## src/rtl/ex_mem_stall_if.sv

```systemverilog
// EX->MEM stage bundle: pipeline control, EX-side instruction fields, and the
// registered MEM-side copies plus the multi-cycle accumulate loop-back.
interface ex_mem_stall_if #(
    parameter int DATA_W  = 32,
    parameter int RADDR_W = 5,
    parameter int ALUOP_W = 8,
    parameter int CNT_W   = 2
);
    logic                  stall_ex;
    logic                  stall_mem;
    logic                  flush;
    logic                  ex_valid;
    logic [RADDR_W-1:0]    ex_wd;
    logic                  ex_wreg;
    logic [DATA_W-1:0]     ex_wdata;
    logic                  ex_whilo;
    logic [DATA_W-1:0]     ex_hi;
    logic [DATA_W-1:0]     ex_lo;
    logic [ALUOP_W-1:0]    ex_aluop;
    logic [DATA_W-1:0]     ex_mem_addr;
    logic [DATA_W-1:0]     ex_reg2;
    logic [2*DATA_W-1:0]   hilo_temp_i;
    logic [CNT_W-1:0]      cnt_i;
    logic                  mem_valid;
    logic [RADDR_W-1:0]    mem_wd;
    logic                  mem_wreg;
    logic [DATA_W-1:0]     mem_wdata;
    logic                  mem_whilo;
    logic [DATA_W-1:0]     mem_hi;
    logic [DATA_W-1:0]     mem_lo;
    logic [ALUOP_W-1:0]    mem_aluop;
    logic [DATA_W-1:0]     mem_mem_addr;
    logic [DATA_W-1:0]     mem_reg2;
    logic [2*DATA_W-1:0]   hilo_temp_o;
    logic [CNT_W-1:0]      cnt_o;

    modport master (
        output stall_ex, stall_mem, flush, ex_valid, ex_wd, ex_wreg, ex_wdata,
               ex_whilo, ex_hi, ex_lo, ex_aluop, ex_mem_addr, ex_reg2,
               hilo_temp_i, cnt_i,
        input  mem_valid, mem_wd, mem_wreg, mem_wdata, mem_whilo, mem_hi, mem_lo,
               mem_aluop, mem_mem_addr, mem_reg2, hilo_temp_o, cnt_o
    );

    modport slave (
        input  stall_ex, stall_mem, flush, ex_valid, ex_wd, ex_wreg, ex_wdata,
               ex_whilo, ex_hi, ex_lo, ex_aluop, ex_mem_addr, ex_reg2,
               hilo_temp_i, cnt_i,
        output mem_valid, mem_wd, mem_wreg, mem_wdata, mem_whilo, mem_hi, mem_lo,
               mem_aluop, mem_mem_addr, mem_reg2, hilo_temp_o, cnt_o
    );
endinterface

```

## src/rtl/ex_mem_stall.sv

```systemverilog
// EX->MEM pipeline register with flush/bubble/hold control and a loop-back
// path for multi-cycle accumulate state (hilo_temp / cnt) owned by EX.
module ex_mem_stall #(
    parameter int DATA_W  = 32,
    parameter int RADDR_W = 5,
    parameter int ALUOP_W = 8,
    parameter int CNT_W   = 2
) (
    input  logic          clk,
    input  logic          rst,
    ex_mem_stall_if.slave bus
);
    typedef struct packed {
        logic               valid;
        logic [RADDR_W-1:0] wd;
        logic               wreg;
        logic [DATA_W-1:0]  wdata;
        logic               whilo;
        logic [DATA_W-1:0]  hi;
        logic [DATA_W-1:0]  lo;
        logic [ALUOP_W-1:0] aluop;
        logic [DATA_W-1:0]  mem_addr;
        logic [DATA_W-1:0]  reg2;
    } stage_t;

    stage_t              ex_stage_s;
    stage_t              stage_nxt_s;
    stage_t              stage_r;
    logic [2*DATA_W-1:0] temp_nxt_s;
    logic [2*DATA_W-1:0] temp_r;
    logic [CNT_W-1:0]    cnt_nxt_s;
    logic [CNT_W-1:0]    cnt_r;

    // Collect the EX-side instruction fields into one stage record
    always_comb begin
        ex_stage_s.valid    = bus.ex_valid;
        ex_stage_s.wd       = bus.ex_wd;
        ex_stage_s.wreg     = bus.ex_wreg;
        ex_stage_s.wdata    = bus.ex_wdata;
        ex_stage_s.whilo    = bus.ex_whilo;
        ex_stage_s.hi       = bus.ex_hi;
        ex_stage_s.lo       = bus.ex_lo;
        ex_stage_s.aluop    = bus.ex_aluop;
        ex_stage_s.mem_addr = bus.ex_mem_addr;
        ex_stage_s.reg2     = bus.ex_reg2;
    end

    // Priority decode: flush, then the stall pair selects bubble/hold/advance
    always_comb begin
        stage_nxt_s = stage_r;
        temp_nxt_s  = '0;
        cnt_nxt_s   = '0;
        if (bus.flush) begin
            stage_nxt_s = '0;
        end else begin
            case ({bus.stall_ex, bus.stall_mem})
                2'b10: begin
                    stage_nxt_s = '0;
                    temp_nxt_s  = bus.hilo_temp_i;
                    cnt_nxt_s   = bus.cnt_i;
                end
                2'b11: begin
                    stage_nxt_s = stage_r;
                    temp_nxt_s  = bus.hilo_temp_i;
                    cnt_nxt_s   = bus.cnt_i;
                end
                2'b00: begin
                    stage_nxt_s = ex_stage_s;
                end
                // MEM stalled under a running EX: freeze the entry, drop the loop state
                2'b01: begin
                    stage_nxt_s = stage_r;
                end
                default: begin
                    stage_nxt_s = '0;
                end
            endcase
        end
    end

    // Stage registers with synchronous active-low reset
    always_ff @(posedge clk) begin
        if (!rst) begin
            stage_r <= '0;
            temp_r  <= '0;
            cnt_r   <= '0;
        end else begin
            stage_r <= stage_nxt_s;
            temp_r  <= temp_nxt_s;
            cnt_r   <= cnt_nxt_s;
        end
    end

    assign bus.mem_valid    = stage_r.valid;
    assign bus.mem_wd       = stage_r.wd;
    assign bus.mem_wreg     = stage_r.wreg;
    assign bus.mem_wdata    = stage_r.wdata;
    assign bus.mem_whilo    = stage_r.whilo;
    assign bus.mem_hi       = stage_r.hi;
    assign bus.mem_lo       = stage_r.lo;
    assign bus.mem_aluop    = stage_r.aluop;
    assign bus.mem_mem_addr = stage_r.mem_addr;
    assign bus.mem_reg2     = stage_r.reg2;
    assign bus.hilo_temp_o  = temp_r;
    assign bus.cnt_o        = cnt_r;

    ex_mem_stall_chk u_chk (
        .clk       (clk),
        .rst       (rst),
        .stall_ex  (bus.stall_ex),
        .stall_mem (bus.stall_mem),
        .flush     (bus.flush)
    );
endmodule

// Flags the controller driving stall_mem without stall_ex on an unflushed edge.
module ex_mem_stall_chk (
    input logic clk,
    input logic rst,
    input logic stall_ex,
    input logic stall_mem,
    input logic flush
);
    // Illegal stall combination check, ignored under reset or flush
    always @(posedge clk) begin
        if (rst && !flush) begin
            assert (!(!stall_ex && stall_mem))
                else $error("ex_mem_stall: stall_mem asserted without stall_ex");
        end
    end
endmodule

```

## src/flat_wrapper.sv

```systemverilog
// flat-port wrapper written by rule: the top's interface ports become plain ports
module ex_mem_stall_flat 
#(
    parameter int DATA_W  = 32,
    parameter int RADDR_W = 5,
    parameter int ALUOP_W = 8,
    parameter int CNT_W   = 2
)
  (clk, rst, bus_stall_ex, bus_stall_mem, bus_flush, bus_ex_valid, bus_ex_wd, bus_ex_wreg, bus_ex_wdata, bus_ex_whilo, bus_ex_hi, bus_ex_lo, bus_ex_aluop, bus_ex_mem_addr, bus_ex_reg2, bus_hilo_temp_i, bus_cnt_i, bus_mem_valid, bus_mem_wd, bus_mem_wreg, bus_mem_wdata, bus_mem_whilo, bus_mem_hi, bus_mem_lo, bus_mem_aluop, bus_mem_mem_addr, bus_mem_reg2, bus_hilo_temp_o, bus_cnt_o);
  ex_mem_stall_if #(.DATA_W(DATA_W), .RADDR_W(RADDR_W), .ALUOP_W(ALUOP_W), .CNT_W(CNT_W)) bus_i ();
  input  logic clk;
  input  logic rst;
  input wire logic [$bits(bus_i.stall_ex)-1:0] bus_stall_ex;
  input wire logic [$bits(bus_i.stall_mem)-1:0] bus_stall_mem;
  input wire logic [$bits(bus_i.flush)-1:0] bus_flush;
  input wire logic [$bits(bus_i.ex_valid)-1:0] bus_ex_valid;
  input wire logic [$bits(bus_i.ex_wd)-1:0] bus_ex_wd;
  input wire logic [$bits(bus_i.ex_wreg)-1:0] bus_ex_wreg;
  input wire logic [$bits(bus_i.ex_wdata)-1:0] bus_ex_wdata;
  input wire logic [$bits(bus_i.ex_whilo)-1:0] bus_ex_whilo;
  input wire logic [$bits(bus_i.ex_hi)-1:0] bus_ex_hi;
  input wire logic [$bits(bus_i.ex_lo)-1:0] bus_ex_lo;
  input wire logic [$bits(bus_i.ex_aluop)-1:0] bus_ex_aluop;
  input wire logic [$bits(bus_i.ex_mem_addr)-1:0] bus_ex_mem_addr;
  input wire logic [$bits(bus_i.ex_reg2)-1:0] bus_ex_reg2;
  input wire logic [$bits(bus_i.hilo_temp_i)-1:0] bus_hilo_temp_i;
  input wire logic [$bits(bus_i.cnt_i)-1:0] bus_cnt_i;
  output wire logic [$bits(bus_i.mem_valid)-1:0] bus_mem_valid;
  output wire logic [$bits(bus_i.mem_wd)-1:0] bus_mem_wd;
  output wire logic [$bits(bus_i.mem_wreg)-1:0] bus_mem_wreg;
  output wire logic [$bits(bus_i.mem_wdata)-1:0] bus_mem_wdata;
  output wire logic [$bits(bus_i.mem_whilo)-1:0] bus_mem_whilo;
  output wire logic [$bits(bus_i.mem_hi)-1:0] bus_mem_hi;
  output wire logic [$bits(bus_i.mem_lo)-1:0] bus_mem_lo;
  output wire logic [$bits(bus_i.mem_aluop)-1:0] bus_mem_aluop;
  output wire logic [$bits(bus_i.mem_mem_addr)-1:0] bus_mem_mem_addr;
  output wire logic [$bits(bus_i.mem_reg2)-1:0] bus_mem_reg2;
  output wire logic [$bits(bus_i.hilo_temp_o)-1:0] bus_hilo_temp_o;
  output wire logic [$bits(bus_i.cnt_o)-1:0] bus_cnt_o;
  assign bus_i.stall_ex = bus_stall_ex;
  assign bus_i.stall_mem = bus_stall_mem;
  assign bus_i.flush = bus_flush;
  assign bus_i.ex_valid = bus_ex_valid;
  assign bus_i.ex_wd = bus_ex_wd;
  assign bus_i.ex_wreg = bus_ex_wreg;
  assign bus_i.ex_wdata = bus_ex_wdata;
  assign bus_i.ex_whilo = bus_ex_whilo;
  assign bus_i.ex_hi = bus_ex_hi;
  assign bus_i.ex_lo = bus_ex_lo;
  assign bus_i.ex_aluop = bus_ex_aluop;
  assign bus_i.ex_mem_addr = bus_ex_mem_addr;
  assign bus_i.ex_reg2 = bus_ex_reg2;
  assign bus_i.hilo_temp_i = bus_hilo_temp_i;
  assign bus_i.cnt_i = bus_cnt_i;
  assign bus_mem_valid = bus_i.mem_valid;
  assign bus_mem_wd = bus_i.mem_wd;
  assign bus_mem_wreg = bus_i.mem_wreg;
  assign bus_mem_wdata = bus_i.mem_wdata;
  assign bus_mem_whilo = bus_i.mem_whilo;
  assign bus_mem_hi = bus_i.mem_hi;
  assign bus_mem_lo = bus_i.mem_lo;
  assign bus_mem_aluop = bus_i.mem_aluop;
  assign bus_mem_mem_addr = bus_i.mem_mem_addr;
  assign bus_mem_reg2 = bus_i.mem_reg2;
  assign bus_hilo_temp_o = bus_i.hilo_temp_o;
  assign bus_cnt_o = bus_i.cnt_o;
  ex_mem_stall #(.DATA_W(DATA_W), .RADDR_W(RADDR_W), .ALUOP_W(ALUOP_W), .CNT_W(CNT_W)) u_core (.clk(clk), .rst(rst), .bus(bus_i));
endmodule
```

## config.mk

```make
export PLATFORM = sky130hd
export DESIGN_NAME = ex_mem_stall_flat
export DESIGN_NICKNAME = d
export VERILOG_FILES = /design/src/rtl/ex_mem_stall_if.sv /design/src/rtl/ex_mem_stall.sv /design/src/flat_wrapper.sv
export SDC_FILE = /design/constraint.sdc
export NUM_CORES = 1
export LEC_CHECK = 0
export CORE_AREA = 2 2 187 189
export DETAILED_ROUTE_END_ITERATION = 8
export DIE_AREA = 0 0 189 191
export PLACE_DENSITY = 0.57
export REMOVE_ABC_BUFFERS = 1
export SLEW_MARGIN = 15
export SYNTH_ARGS = -nofsm -noshare
export SYNTH_HDL_FRONTEND = slang
export SYNTH_SLANG_ARGS = --single-unit
export TNS_END_PERCENT = 1
```

## constraint.sdc

```tcl
create_clock -name clk -period 2.18 [get_ports clk]
set_clock_uncertainty 0.15 [all_clocks]
set_input_delay 0.327 -clock clk [delete_from_list [all_inputs] [get_ports clk]]
set_output_delay 0.327 -clock clk [all_outputs]
set_load 0.01 [all_outputs]
```

==> reports/results.txt <==
Status: finished clean
Async SR Flop Fraction: 0
Final Cell Area: 0.0151 mm2
TritonCTS sink count: 242
Most used DFF post-synth: dfxtp_1
DRC violations left: 0
TritonCTS clock tree: built
DP Wirelength: 21.9 mm
Yosys cell types: 14
Worst path cell trace: clkdlybuf4s50_1
Syn Area/Cell: 9.51 um2
Post-Route Utilization: 0.443
# rows: 68
Top Ports: 489
Num CTS Buffers: 29
Worst R2R Path Depth: 2
Pwr/cell area: 702 mW/mm2
Core Region: 0.0341 mm2
Vias per Instance: 4.38
Starting Density: 0.260
Layout cells sized above 1: 0.0741
RePlAce Congestion: 0.771
Required @ worst endpoint: 1700 ps
Final antenna-violating net count: 0
Critical path endpoint: bus_mem_hi[6]
Net count, final: 1,629
VDD IR-drop max: 0.622 mV
Htree depth: 1
Fmax: 499 MHz
Slowest CP cell: clkdlybuf4s50_1
Worst path bufs/invs: 1
Largest cells by area after synthesis: dfxtp_1 55%, or3b_1 14%, a21oi_1 9.9%
Synthesized instance count: 931
Crit path time final: 2010 ps
Initial antenna violation count: 0
Reg-to-Reg End: u_core.bus.mem_reg2[13]
DRT iter0 DRCs: 261
Area after DPL: 0.0141 mm2
Final Max Tran Viols: 0
Die Area: 0.0361 mm2
Final WL: 30.7 mm
First-pass GRT wire length: 45.3 mm
Reg clk slew, reported paths: 60 ps
Hold Path Class: in -> reg
Die height: 191 um
Rel. slew slack: 0.680
Vias in the first global route: 7,813
Yosys reg bits: 242
Worst Setup Start Kind: flip-flop
Worst Path Arrival: 1530 ps
Critical Path End Type: output port
Synthesis warning total: 0
Top delay family on crit path: buffers and inverters
DR WL/cell: 16.5 um
CTS-repair resized insts: 0
Post-synthesis sequential area ratio: 0.547
Number of synthesized flops with an enable pin: 0
Min Hold Slack: 174 ps
RSZ-0062 raised after global routing: false
Final WS setup: 174 ps
Synthesized cell area: 0.00885 mm2
Synth top area share: 0.547
Largest net degree at the start of global routing: 69
Antenna diodes: 0
Setup violations, final: 0
Max Root-Sink Buffers: 3
Layout area overhead: 70.6%
Max_cap viols: 0
Root buffer selected by CTS: clkbuf_16
Largest fanout on the critical path: 2
Fin. Hold Viols: 0
Leading area contributor after synthesis: dfxtp_1
Reg-to-reg startpoint: u_core.bus.mem_reg2[13]
CP Depth: 1
Pleak: 5.49 nW
CP peak stage delay: 650 ps
Tightest Pin Transition: 480 ps
Period utilisation layout: 0.920
Count leader, synth: dfxtp_1
Commonest cells in the netlist: 242 x dfxtp_1, 176 x a21oi_1, 176 x nand2_1
WS Path Type: reg -> out
Worst R2R Setup Slack: 1410 ps
Total global-route track usage: 0.158
Chip width: 189 um
Via count: 8,147
Input/output buffers: 488
Clock Latency Late Sink: 530 ps
Setup repair bufs after CTS: 0
Worst Setup Slack post-DPL: 367 ps
Overall power: 10.6 mW
Crit path from: u_core.bus.mem_hi[6]
CTS Hold Bufs: 0
Drt pass-1 iters: 6
Gr ovfl total: 0
sequential cells by signal (all words and copies together), names as in the netlist:
register / cells
u_core.bus.mem_reg2: 32
u_core.bus.mem_hi: 32
u_core.bus.mem_wdata: 32
u_core.bus.mem_valid: 1
u_core.bus.mem_wd: 5
u_core.bus.mem_mem_addr: 32
u_core.bus.mem_lo: 32
u_core.bus.mem_whilo: 1
u_core.bus.mem_wreg: 1
u_core.bus.mem_aluop: 8
u_core.bus.hilo_temp_o: 64
u_core.bus.cnt_o: 2
worst min-delay path, delay by kind of cell:
kind,cells,cell delay (ps)
AOI/OAI and AO/OA,1,50
buffers and inverters,1,290
and+or+nand+nor,1,150
power by group:
part,internal [mW],switching [mW]
combinational,0.723,0.435
sequential,4.52,0.0413
clock,3.01,1.87
layout by cell type (no fill, tap or decap), types with 9 or more instances in the layout:
| master | netlist | final |
|---|---|---|
| clkdlybuf4s50_1 | 0 | 486 |
| dfxtp_1 | 242 | 242 |
| nand2_1 | 176 | 176 |
| a21oi_1 | 176 | 176 |
| or3b_1 | 145 | 145 |
| and3_1 | 66 | 66 |
| or3b_2 | 31 | 31 |
| clkbuf_16 | 0 | 29 |
| buf_4 | 0 | 16 |
| clkbuf_8 | 0 | 11 |
| buf_12 | 0 | 9 |
metrics by stage:
stage,TNS (ps),cells
final,0,1858
after global routing,0,1858
after CTS,0,1858
after detailed placement,0,1806
after global placement,0,1806
after floorplan,-298740,838
how the worst min path moves through the flow:
stage / from / endpoint / cells after the start
after floorplan: bus_stall_mem / u_core.bus.mem_aluop[0] / 2
after global placement: u_core.bus.mem_hi[5] / u_core.bus.mem_hi[5] / 2
after detailed placement: u_core.bus.mem_lo[26] / u_core.bus.mem_lo[26] / 2
after CTS: bus_stall_mem / u_core.bus.mem_lo[23] / 3
after global routing: bus_hilo_temp_i[31] / u_core.bus.hilo_temp_o[31] / 2
final: bus_stall_mem / u_core.bus.mem_mem_addr[31] / 3
kinds of logic (layout without fill, tap and decap cells):
group	count (synthesis)	in the layout	share of synthesized area
AND/OR/NAND/NOR	420	420	0.297
AO/OA/AOI/OAI	176	176	0.0995
flip-flops	242	242	0.547
buffers and inverters	93	565	0.0567
cell type report:
| type | instances | area (um2) |
|---|---|---|
| tap | 455 | 569 |
| sequential | 242 | 4840 |
| fill | 3291 | 19000 |
| multi-input combinational | 596 | 3520 |
| clock inverter | 5 | 81.3 |
| clock buffer | 47 | 893 |
| timing repair buffer | 513 | 5190 |
layer usage:
metal  vias up  GRT usage  routed length, um
met5         -          0                  0
li1       4084          -                  -
met2       309      0.275              14900
met3        54     0.0531               2600
met1      3700      0.181              12200
met4         0     0.0529               1070
(Power assumes the default switching activity.)
